File: src/rtl/osc_ctrl_pkg.sv
// Shared definitions for the ring-oscillator measurement controller:
// FSM state encoding and default parameter values.
package osc_ctrl_pkg;

  localparam int GATE_W_DEF      = 16;
  localparam int CNT_W_DEF       = 16;
  localparam int SETTLE_DEF      = 4;
  localparam int SYNC_STAGES_DEF = 2;

  typedef enum logic [2:0] {
    ST_IDLE,
    ST_ARM,
    ST_MEASURE,
    ST_DRAIN,
    ST_DONE
  } state_t;

  function automatic int max_int(input int a, input int b);
    return (a > b) ? a : b;
  endfunction

endpackage

File: src/rtl/sync_edge.sv
// Multi-flop synchronizer for the asynchronous oscillator output followed by a
// rising-edge detector; rise is high for one clk per detected edge.
module sync_edge #(
  parameter int SYNC_STAGES = 2
) (
  input  logic clk,
  input  logic rst_n,
  input  logic osc_in,
  output logic rise
);

  logic [SYNC_STAGES-1:0] sync_reg;
  logic                   prev_reg;

  always_ff @(posedge clk or negedge rst_n) begin
    if (!rst_n) begin
      sync_reg <= '0;
      prev_reg <= 1'b0;
    end else begin
      sync_reg <= {sync_reg[SYNC_STAGES-2:0], osc_in};
      prev_reg <= sync_reg[SYNC_STAGES-1];
    end
  end

  assign rise = sync_reg[SYNC_STAGES-1] & ~prev_reg;

endmodule

File: src/rtl/osc_measure_ctrl.sv
// Gated ring-oscillator frequency measurement: enables the oscillator, lets it
// settle, counts synchronized rising edges for gate_len clk cycles, then reports.
module osc_measure_ctrl
  import osc_ctrl_pkg::*;
#(
  parameter int GATE_W      = GATE_W_DEF,
  parameter int CNT_W       = CNT_W_DEF,
  parameter int SETTLE      = SETTLE_DEF,
  parameter int SYNC_STAGES = SYNC_STAGES_DEF
) (
  input  logic              clk,
  input  logic              rst_n,
  input  logic              start,
  input  logic              abort,
  input  logic [GATE_W-1:0] gate_len,
  output logic              osc_en,
  input  logic              osc_in,
  output logic              busy,
  output logic              done,
  output logic [CNT_W-1:0]  count,
  output logic              overflow
);

  // One phase counter times both the settle period and the drain period.
  localparam int PHASE_W = $clog2(max_int(SETTLE, SYNC_STAGES) + 1);
  localparam logic [PHASE_W-1:0] SETTLE_LAST = PHASE_W'(SETTLE - 1);
  localparam logic [PHASE_W-1:0] DRAIN_LAST  = PHASE_W'(SYNC_STAGES - 1);
  localparam logic [CNT_W-1:0]   CNT_MAX     = {CNT_W{1'b1}};

  state_t              state_reg;
  logic [GATE_W-1:0]   gate_cnt_reg;
  logic [PHASE_W-1:0]  phase_cnt_reg;
  logic [CNT_W-1:0]    work_cnt_reg;
  logic                work_ovf_reg;
  logic                rise;

  sync_edge #(
    .SYNC_STAGES(SYNC_STAGES)
  ) u_sync_edge (
    .clk   (clk),
    .rst_n (rst_n),
    .osc_in(osc_in),
    .rise  (rise)
  );

  always_ff @(posedge clk or negedge rst_n) begin
    if (!rst_n) begin
      state_reg     <= ST_IDLE;
      gate_cnt_reg  <= '0;
      phase_cnt_reg <= '0;
      work_cnt_reg  <= '0;
      work_ovf_reg  <= 1'b0;
      osc_en        <= 1'b0;
      busy          <= 1'b0;
      done          <= 1'b0;
      count         <= '0;
      overflow      <= 1'b0;
    end else begin
      done <= 1'b0;
      if (abort && (state_reg == ST_ARM || state_reg == ST_MEASURE ||
                    state_reg == ST_DRAIN)) begin
        state_reg <= ST_IDLE;
        osc_en    <= 1'b0;
        busy      <= 1'b0;
      end else begin
        case (state_reg)
          ST_IDLE: begin
            if (start && !abort) begin
              state_reg     <= ST_ARM;
              gate_cnt_reg  <= gate_len;
              phase_cnt_reg <= SETTLE_LAST;
              work_cnt_reg  <= '0;
              work_ovf_reg  <= 1'b0;
              osc_en        <= 1'b1;
              busy          <= 1'b1;
            end
          end
          ST_ARM: begin
            if (phase_cnt_reg == '0) begin
              if (gate_cnt_reg == '0) begin
                state_reg     <= ST_DRAIN;
                phase_cnt_reg <= DRAIN_LAST;
                osc_en        <= 1'b0;
              end else begin
                state_reg <= ST_MEASURE;
              end
            end else begin
              phase_cnt_reg <= phase_cnt_reg - PHASE_W'(1);
            end
          end
          ST_MEASURE: begin
            // Saturate instead of wrapping; the flag records a dropped edge.
            if (rise) begin
              if (work_cnt_reg == CNT_MAX) work_ovf_reg <= 1'b1;
              else                         work_cnt_reg <= work_cnt_reg + CNT_W'(1);
            end
            if (gate_cnt_reg == GATE_W'(1)) begin
              state_reg     <= ST_DRAIN;
              phase_cnt_reg <= DRAIN_LAST;
              osc_en        <= 1'b0;
            end else begin
              gate_cnt_reg <= gate_cnt_reg - GATE_W'(1);
            end
          end
          ST_DRAIN: begin
            if (phase_cnt_reg == '0) begin
              state_reg <= ST_DONE;
              done      <= 1'b1;
              count     <= work_cnt_reg;
              overflow  <= work_ovf_reg;
            end else begin
              phase_cnt_reg <= phase_cnt_reg - PHASE_W'(1);
            end
          end
          ST_DONE: begin
            state_reg <= ST_IDLE;
            busy      <= 1'b0;
          end
          default: begin
            state_reg <= ST_IDLE;
            osc_en    <= 1'b0;
            busy      <= 1'b0;
          end
        endcase
      end
    end
  end

endmodule

File: config.mk
export PLATFORM = sky130hd
export DESIGN_NAME = osc_measure_ctrl
export DESIGN_NICKNAME = d
export VERILOG_FILES = /design/src/rtl/osc_ctrl_pkg.sv /design/src/rtl/sync_edge.sv /design/src/rtl/osc_measure_ctrl.sv
export SDC_FILE = /design/constraint.sdc
export NUM_CORES = 1
export LEC_CHECK = 0
export BUFFER_PORTS_ARGS = -buffer_cell sky130_fd_sc_hd__buf_2
export CAP_MARGIN = 10
export CELL_PAD_IN_SITES_DETAIL_PLACEMENT = 1
export CELL_PAD_IN_SITES_GLOBAL_PLACEMENT = 2
export CORE_ASPECT_RATIO = 1.1
export CORE_MARGIN = 5
export CORE_UTILIZATION = 40
export DETAILED_ROUTE_END_ITERATION = 16
export GPL_ROUTABILITY_DRIVEN = 0
export MAX_ROUTING_LAYER = met4
export PLACE_DENSITY_LB_ADDON = 0.1
export SKIP_LAST_GASP = 1
export SYNTH_ARGS = -nofsm -noshare
export SYNTH_HDL_FRONTEND = slang
export SYNTH_SLANG_ARGS = --single-unit
File: constraint.sdc
create_clock -name clk -period 3.35 [get_ports clk]
set_input_delay 0.335 -clock clk [delete_from_list [all_inputs] [get_ports clk]]
set_output_delay 0.335 -clock clk [all_outputs]
set_load 0.01 [all_outputs]
==> qor.json, run 1 <==
{
  "worst_hold_path": {
    "timing.hold.worst.class": "input pin to asynchronous set/reset pin"
  },
  "timing": {
    "worst-slew-pin-transition_ps": 865,
    "skew_ps": 9.55,
    "final-setup-viol-count": 0,
    "final_hold_viol_count": 0,
    "max_freq_ghz": 0.445,
    "final_min_period_over_clock_period_pct": 67.0,
    "maxSlewViolCount": 0,
    "timing.setup.tns_ps": 0,
    "rsz0062_at_grt": "no",
    "whs_ps": 61.8,
    "relSlewSlack_pct": 42.3,
    "period_minus_slack_ps": 2240
  },
  "global_route": {
    "antenna_found_initial": 0,
    "global_route.usage.total_pct": 18.0,
    "grt_first_pass_wirelength_um": 13800,
    "largest_net_degree_at_the_start_of_global_routing": 33,
    "grt_pass1_vias": 2767,
    "grt_overflow": 0
  },
  "power": {
    "power_dens_cells_nw_per_um2": 538,
    "p_leak_uw": 0.00165,
    "irDropWorstVdd_v": 0.000235
  },
  "floorplan": {
    "die_height_um": 104,
    "dieWidth_um": 95.6,
    "initial_utilization_pct": 41.0,
    "core_region_area_um2": 7870,
    "design.die.area_um2": 9960,
    "boundaryPins": 41,
    "placementRows": 34
  },
  "routing": {
    "detail-route-antenna-nets": 0,
    "met3_wire_len_um": 184,
    "dr_wl_met2_um": 4060,
    "met1Wirelength_um": 3570,
    "top_layer_used": "met4",
    "routed-via-count": 2581,
    "firstDrtPassIters": 4,
    "routed_wl_um": 7930,
    "avgRoutedWirePerCell_um": 16.8,
    "drc": 0,
    "drt-initial-drc-count": 68,
    "post_drt_via_cell_ratio": 5.46
  },
  "cells_and_area": {
    "syn_to_final_growth_pct": 15.2,
    "final_layout_size_suffix_gt1_share_pct": 20.3,
    "diodes": 0,
    "nets_finish": 388,
    "finish.cell_count_without_fillers": 473,
    "nFillCells": 899
  },
  "yosys": {
    "synthesis.instances": 321,
    "netlist.area_leader.share_pct": 48.1,
    "synthTopCellsByCount": "62 x dfrtp_1, 26 x a21oi_1, 26 x nor2_1",
    "yosysWarnings": 0,
    "postSynthRegisterBits": 62,
    "yosys_most_used_dff": "dfrtp_1",
    "yosysSeqAreaShare_pct": 48.1,
    "avgSynthCellArea_um2": 10.0,
    "synth_enable_flop_cells": 0,
    "ys_types": 55,
    "yosysMostFrequentCell": "dfrtp_1",
    "cell_type_contributing_the_most_total_cell_area_after_synthesis": "dfrtp_1",
    "asyncSetResetFlopFracSynth_pct": 100,
    "post_synth_main_area_contributors": "dfrtp_1 48%, mux2_1 5.6%, a21oi_1 4.0%, xnor2_1 3.5%, nor2_1 3.0%",
    "synth_fp_nets": 348,
    "mappedNetlistArea_um2": 3220
  },
  "clock_tree": {
    "h_tree_levels": 3,
    "clock_path_buffers": 2,
    "count_of_hold_buffers_inserted_by_post_cts_repair": 0,
    "post-cts-setup-buffer-count": 0,
    "clk_pin_slew_ps": 70,
    "cts.repair.resized": 0,
    "number_of_clock_buffers_inserted_by_tritoncts": 9,
    "cts_sinks": 62,
    "worstSkewPairLatency_ps": 340,
    "root_buffer": "clkbuf_8",
    "tritoncts": "yes"
  },
  "critical_path": {
    "worst_path_max_delay_cell": "o21a_1",
    "cp_dominant_cell_by_count": "a21oi_1",
    "worstPathArrival_ps": 2420,
    "cp.required_ps": 3530,
    "timing.rr.end": "gate_cnt_reg[8]",
    "worstRegToRegCells": 5,
    "crit_path_start_kind": "register",
    "criticalPathCategory": "register to register",
    "worst_r2r_start": "gate_cnt_reg[9]",
    "critPathCaptureType": "register",
    "worst_stage_delay_on_the_critical_path_ps": 550,
    "critical_path_peak_fanout": 25,
    "rrSetupSlack_ps": 1110,
    "crit_chain": "nor4_2 > nand4_1 > o21a_1 > a21oi_1 > a21oi_1"
  },
  "flow_run": {
    "max_cap_violations": 0
  },
  "run_status": {
    "run_status": "finished, final reports clean"
  },
  "placed_design": {
    "place_inst": 458,
    "hpwl_um": 5710,
    "io_buffer_count": 40
  }
}
cell families after synthesis:
family	count (synthesis)	share of synthesized area, %
simple gates	115	20.4
compound gates	81	15.4
flops	62	48.1
buf+inv	25	3.69
mux	19	6.56
xor+xnor	13	3.53
fa+ha+maj	6	2.33
metal layers:
metal / vias up / track usage [%]
li1: 1242 / -
met1: 1304 / 22.9
met2: 26 / 28.8
met3: 9 / 3.47
met4: 0 / 5.18
met5: - / -
layout make-up:
class / count / area, um2 / share of cell area [%]
Clock inverter: 3 / 43.8 / 1.18
Multi-Input combinational cell: 234 / 1550 / 41.8
Timing Repair Buffer: 46 / 245 / 6.60
Clock buffer: 12 / 155 / 4.18
Inverter: 8 / 30.0 / 0.808
Sequential cell: 62 / 1550 / 41.8
Tap cell: 108 / 135 / 3.64
worst max-delay path: cells and delay by family (launching register included):
family / cells / cell delay (ps)
simple gates: 2 / 740
flops: 1 / 450
compound gates: 3 / 890
per-stage QoR:
step,setup WS (ps),instance area [um2],utilization [%],total power [uW]
CTS,1070,3710,47.2,2030
finish,1110,3710,47.2,2000
global route,876,3710,47.2,2130
floorplan,1500,3220,-,1200
detailed placement,1080,3520,44.7,1340
global placement,1120,3520,44.7,1330
placed cells by master (no fill, tap or decap), types with 8 or more instances in the layout:
cell	count
a21oi_1	26
nor3_1	9
nand2_1	24
nand3_1	8
mux2_1	16
nor2_1	26
o21ai_1	10
buf_2	40
xnor2_1	13
clkbuf_8	11
dfrtp_1	62
o21ai_0	18
worst max-delay path by stage:
stage                         start              end  slack, ps  depth (start not counted)
finish              gate_cnt_reg[9]  gate_cnt_reg[8]       1110                          5
global route        gate_cnt_reg[2]  gate_cnt_reg[8]        880                          5
CTS                    state_reg[0]  gate_cnt_reg[5]       1070                          6
detailed placement     state_reg[0]  gate_cnt_reg[5]       1080                          6
global placement       state_reg[0]  gate_cnt_reg[5]       1120                          6
floorplan              state_reg[2]         count[9]       1500                          5
power by group:
part           switching (uW)  internal [uW]  total (uW)
Clock                     290            381         671
Sequential                125            844         969
Combinational             212            145         358
Power figures use the tool's default switching activity.
==> run 2: changes to the inputs <==
- ABC_AREA: unset -> 1
- CORE_UTILIZATION: 40 -> 34
- clock period: 3.35 -> 2.1 ns (I/O delays scaled with it)
==> run 2 against run 1 <==
Effect of this change:
- fmax is 20% higher
- synthesized area is 12% higher
- global-route usage is 0.067 points lower
- first-iteration DRC count is 57% higher
- cell count is 46% higher
- non-clock buffer count is 5 higher
- synthesized cell count is 54% higher
- hold slack better by 120 ps
- combinational power grew to 5.8 times the previous value
- critical endpoint is now work_cnt_reg[0]
==> qor.json, run 2 <==
{
  "yosys": {
    "mappedNetlistArea_um2": 3630,
    "synth-adder-area-share_pct": 2.07,
    "ys_types": 36,
    "yosysSeqAreaShare_pct": 42.8,
    "largest_family_of_logic_cells_by_synthesized_area": "simple AND/OR/NAND/NOR gates",
    "synth_enable_flop_cells": 0,
    "asyncSetResetFlopFracSynth_pct": 100,
    "cell_type_contributing_the_most_total_cell_area_after_synthesis": "dfrtp_1",
    "yosys_most_used_dff": "dfrtp_1",
    "postSynthRegisterBits": 62,
    "synth-xor-area-share_pct": 3.14,
    "yosysWarnings": 0,
    "synthSimpleGateAreaFrac_pct": 36.9,
    "synth_compound_gate_area_share_pct": 7.66,
    "fraction_of_synthesized_area_in_multiplexers_pct": 0,
    "yosysMostFrequentCell": "nand2_1",
    "avgSynthCellArea_um2": 7.34,
    "synthTopCellsByCount": "180 x nand2_1, 62 x dfrtp_1, 58 x nor2_1",
    "synthesis.instances": 494,
    "post_synth_main_area_contributors": "dfrtp_1 43%, nand2_1 19%, nor2_1 6.0%, inv_1 3.8%, nand3_1 3.7%",
    "synth_fp_nets": 521,
    "netlist.area_leader.share_pct": 42.8
  },
  "global_route": {
    "largest_net_degree_at_the_start_of_global_routing": 63,
    "grt_pass1_vias": 3565,
    "global_route.usage.total_pct": 17.9,
    "grt_overflow": 0,
    "antenna_found_initial": 0,
    "grt_first_pass_wirelength_um": 17500
  },
  "placed_design": {
    "io_buffer_count": 40,
    "pre_cts_ws_ps": 246,
    "hpwl_um": 7280
  },
  "cells_and_area": {
    "final_common_cell": "nand2_1",
    "nFillCells": 1320,
    "final_layout_size_suffix_gt1_share_pct": 18.0,
    "nets_finish": 571,
    "final_core_utilization_pct": 41.9,
    "syn_to_final_growth_pct": 20.1,
    "final_cell_mix": "180 x nand2_1, 62 x dfrtp_1, 58 x nor2_1",
    "diodes": 0
  },
  "clock_tree": {
    "h_tree_levels": 3,
    "worstSkewPairLatency_ps": 340,
    "tritoncts": "yes",
    "clk_pin_slew_ps": 60,
    "root_buffer": "clkbuf_16",
    "clock_path_buffers": 2,
    "cts.repair.resized": 0,
    "number_of_clock_buffers_inserted_by_tritoncts": 9,
    "cts_sinks": 62
  },
  "power": {
    "power_switching_share_pct": 39.9,
    "power_dens_cells_nw_per_um2": 1270,
    "combinationalPowerShare_pct": 37.3,
    "irDropWorstVdd_v": 0.000439,
    "power.sequential.fraction_pct": 30.9,
    "clkPwrFrac_pct": 31.8,
    "p_leak_uw": 0.00217,
    "p_switching_uw": 2200,
    "power_report.internal_total_uw": 3310
  },
  "routing": {
    "avgRoutedWirePerCell_um": 14.6,
    "firstDrtPassIters": 4,
    "drt-initial-drc-count": 107,
    "post_drt_via_cell_ratio": 4.67,
    "detail-route-antenna-nets": 0,
    "routed_wl_um": 10100,
    "drc": 0,
    "routed-via-count": 3232
  },
  "timing": {
    "post-route-worst-setup-slack_ps": 236,
    "worst-slew-pin-transition_ps": 367,
    "maxSlewViolCount": 0,
    "period_minus_slack_ps": 1860,
    "final-setup-viol-count": 0,
    "final_hold_viol_count": 0,
    "rsz0062_at_grt": "no",
    "whs_ps": 184,
    "max_freq_ghz": 0.536,
    "skew_ps": 8.76,
    "relSlewSlack_pct": 75.3,
    "final_min_period_over_clock_period_pct": 88.8,
    "timing.setup.tns_ps": 0
  },
  "critical_path": {
    "startpoint": "work_cnt_reg[0]",
    "worstPathArrival_ps": 2120,
    "critical_path_peak_fanout": 15,
    "worst_r2r_start": "work_cnt_reg[0]",
    "criticalPathCategory": "register to register",
    "cp.required_ps": 2360,
    "crit_path_start_kind": "register",
    "critPathCaptureType": "register",
    "worstRegToRegCells": 9
  },
  "floorplan": {
    "initial_utilization_pct": 34.9,
    "design.die.area_um2": 12800,
    "dieWidth_um": 108,
    "boundaryPins": 41,
    "core_region_area_um2": 10400,
    "die_height_um": 118,
    "placementRows": 39
  },
  "worst_hold_path": {
    "min-delay-start": "gate_len[6]",
    "timing.hold.worst_path_depth": 5,
    "timing.hold.worst.class": "input pin to register"
  },
  "flow_run": {
    "max_cap_violations": 0
  },
  "run_status": {
    "run_status": "finished, final reports clean"
  }
}
[run 2: cell count changes in the layout (fill, tap and decap cells not counted), moves of 16 or more]
cell,change
a21oi_1,-23
inv_1,+30
mux2_1,-16
nand2_1,+156
nand3_1,+19
nor2_1,+32
[run 2: stage by stage]
stage / total power (uW) / instances / area [um2]
after floorplan: 3310 / 494 / 3630
after CTS: 5610 / 692 / 4360
after global placement: 3770 / 674 / 3990
final: 5510 / 692 / 4360
after detailed placement: 3820 / 674 / 3990
after global routing: 5990 / 692 / 4360
[run 2: repair_timing]
action / 4_1_cts / 5_1_grt
hold buffers: 2 / 0
endpoints found under the hold margin: 63 / 0
buffers inserted: 0 / 0
[run 2: power by group through the flow]
stage	registers, uW	logic (uW)	clock network, uW
floorplan	1670	1640	0
global placement	1720	2050	0
detailed placement	1720	2100	0
CTS	1700	2120	1790
global route	1740	2400	1840
finish	1700	2060	1750
[run 2: path summary, 6_finish.rpt]
| kind | slack (ps) | endpoint |
|---|---|---|
| min | 180 | gate_cnt_reg[6] |
| min in group asynchronous | 400 | gate_cnt_reg[11] |
| max | 240 | work_cnt_reg[0] |
| max reg2reg | 240 | work_cnt_reg[0] |
| min reg2reg | 370 | u_sync_edge.sync_reg[1] |
| max in group asynchronous | 1380 | gate_cnt_reg[13] |
[run 2: layout make-up]
| type | count | area [um2] | share of cell area [%] |
|---|---|---|---|
| Multi-Input combinational cell | 377 | 1800 | 41.4 |
| Sequential cell | 62 | 1550 | 35.6 |
| Timing Repair Buffer | 51 | 313 | 7.18 |
| Clock buffer | 9 | 225 | 5.17 |
| Tap cell | 143 | 179 | 4.11 |
| Inverter | 43 | 164 | 3.76 |
| Clock inverter | 7 | 120 | 2.76 |
[run 2: routing by layer]
layer	GRT usage, %	up-vias	wire length [um]
met3	3.71	11	248
met4	5.52	0	128
met1	20.2	1544	4410
li1	-	1643	-
met2	31.4	34	5310
met5	-	-	0
[run 2: critical path, stage by stage (launching register included)]
cell and delay (ps):
dfrtp_1 420, ha_1 260, nand2_1 120, nor2_2 160, and3_1 220, nand3_2 90
nand2_4 140, buf_4 230, nand2_1 70, o21ai_1 80
[run 2: kinds of logic after synthesis]
logic type | count (synthesis)
adders and majority gates | 6
xor gates and xnor gates | 13
DFF | 62
AOI/OAI and AO/OA | 50
and+or+nand+nor | 308
buffers and inverters | 55
==> run 3: changes to the inputs <==
- CORE_UTILIZATION: 34 -> 30
- SKIP_LAST_GASP: 1 -> unset
- clock period: 2.1 -> 1.6 ns (I/O delays scaled with it)
==> run 3 against run 2 <==
Effect of this change:
- first-iteration DRC count up 7.5%
- die area grew 12%
- hold slack got worse by 49 ps
- critical endpoint is now phase_cnt_reg[1]
- non-clock buffer count grew 63
- cell count rose by 11%
==> qor.json, run 3 (same netlist as run 2, synthesis figures left out) <==
{
  "routing": {
    "drc": 0,
    "firstDrtPassIters": 4,
    "detail-route-antenna-nets": 0,
    "routed-via-count": 3549,
    "routed_wl_um": 11300,
    "drt-initial-drc-count": 115,
    "avgRoutedWirePerCell_um": 14.8,
    "post_drt_via_cell_ratio": 4.64
  },
  "clock_tree": {
    "clock_path_buffers": 2,
    "h_tree_levels": 3,
    "cts_sinks": 62,
    "tritoncts": "yes",
    "worstSkewPairLatency_ps": 330,
    "root_buffer": "clkbuf_16",
    "number_of_clock_buffers_inserted_by_tritoncts": 9,
    "clk_pin_slew_ps": 50
  },
  "power": {
    "irDropWorstVdd_v": 0.000571,
    "power_dens_cells_nw_per_um2": 1620,
    "p_leak_uw": 0.00249
  },
  "critical_path": {
    "worstRegToRegCells": 10,
    "critPathCaptureType": "register",
    "cp.required_ps": 1860,
    "critical_path_peak_fanout": 5,
    "worstPathArrival_ps": 1800,
    "crit_path_start_kind": "register",
    "criticalPathCategory": "register to register"
  },
  "run_status": {
    "run_status": "finished, final reports clean"
  },
  "flow_run": {
    "max_cap_violations": 0
  },
  "placed_design": {
    "place_inst": 738,
    "place_area_um2": 4440,
    "hpwl_um": 8270,
    "io_buffer_count": 40
  },
  "global_route": {
    "grt_first_pass_wirelength_um": 18500,
    "global_route.usage.total_pct": 16.6,
    "grt_overflow": 0,
    "grt_pass1_vias": 3802,
    "antenna_found_initial": 0,
    "largest_net_degree_at_the_start_of_global_routing": 63
  },
  "cells_and_area": {
    "finish.cell_count_without_fillers": 765,
    "layout.area.seq_um2": 1560,
    "final_common_cell": "nand2_1",
    "final_layout_size_suffix_gt1_share_pct": 33.1,
    "nFillCells": 1458,
    "nets_finish": 634,
    "final_core_utilization_pct": 42.5,
    "diodes": 0,
    "stdcell_area_um2": 5070,
    "multi_input_comb_area_um2": 1980,
    "final_cell_mix": "167 x nand2_1, 62 x buf_4, 57 x dfrtp_1",
    "syn_to_final_growth_pct": 39.8
  },
  "floorplan": {
    "die_height_um": 125,
    "design.die.area_um2": 14400,
    "dieWidth_um": 115,
    "boundaryPins": 41,
    "initial_utilization_pct": 30.4,
    "core_region_area_um2": 11900,
    "placementRows": 42
  },
  "timing": {
    "relSlewSlack_pct": 76.2,
    "final-setup-viol-count": 0,
    "rsz0062_at_grt": "yes",
    "period_minus_slack_ps": 1540,
    "max_freq_ghz": 0.651,
    "maxSlewViolCount": 0,
    "final_hold_viol_count": 0,
    "final_min_period_over_clock_period_pct": 96.0,
    "skew_ps": 3.96,
    "worst-slew-pin-transition_ps": 357
  },
  "worst_hold_path": {
    "timing.hold.worst.class": "input pin to register",
    "timing.hold.worst_path_depth": 5
  }
}
-- run 3: changes by cell type in the layout (fill, tap and decap cells not counted), sizes merged --
cell	before	now
inv	43	42
clkbuf	9	12
clkinvlp	1	2
clkinv	3	2
bufinv	3	1
buf	49	111
-- run 3: area by class of cell --
class,count,area share [%]
clock buffers,11,4.79
flip-flops and latches,62,30.7
repair buffers,114,17.2
multi-input cells,377,39.1
clock inverters,4,0.938
inverters,43,3.46
well taps,154,3.80
-- run 3: report_power, final --
group	switching [uW]	internal (uW)
registers	317	1910
clock network	719	1230
logic	2270	1760
total	3300	4910
-- run 3: path summary, 6_finish.rpt --
path	to	from	slack (ps)
max reg2reg	phase_cnt_reg[1]	gate_cnt_reg[8]	60
max	phase_cnt_reg[1]	gate_cnt_reg[8]	60
min in group asynchronous	gate_cnt_reg[13]	rst_n	370
min	gate_cnt_reg[3]	gate_len[3]	140
max in group asynchronous	state_reg[2]	rst_n	920
min reg2reg	u_sync_edge.sync_reg[1]	u_sync_edge.sync_reg[0]	350
-- run 3: critical path, cell delays in order (launching register included) --
cell and delay, ps:
dfrtp_1 410, nor2_1 210, nand2_1 120, nor2_1 140, buf_4 130, nand3_1 100, nand3_2 100, nand2_4 80
inv_2 70, nand2_1 50, nand2_1 60
-- run 3: metal layers --
metal | vias up | GRT usage (%) | wire length [um] | part of all wire (%)
met2 | 37 | 29.6 | 6110 | 54
met3 | 20 | 3.00 | 252 | 2.2
li1 | 1774 | - | - | -
met1 | 1718 | 18.3 | 4650 | 41
met4 | 0 | 5.87 | 301 | 2.7
met5 | - | - | 0 | 0
-- run 3: metrics by stage --
stage / hold WS (ps) / setup WS, ps / power (uW) / TNS, ps
after floorplan: -136 / 62.6 / 4340 / 0
after global placement: 210 / -48.6 / 5740 / -48.6
after detailed placement: 213 / -43.0 / 5820 / -171
after CTS: 131 / 5.25 / 7900 / 0
after global routing: 149 / -20.9 / 8870 / -108
final: 135 / 63.5 / 8210 / 0
-- run 3: what timing repair did --
action	CTS	global route
hold buffers	2	0
cloned	1	1
gates resized for setup	10	59
buffers inserted	0	8
hold endpoints to repair	63	0
pin swaps	0	15
endpoints found under the setup margin	21	51
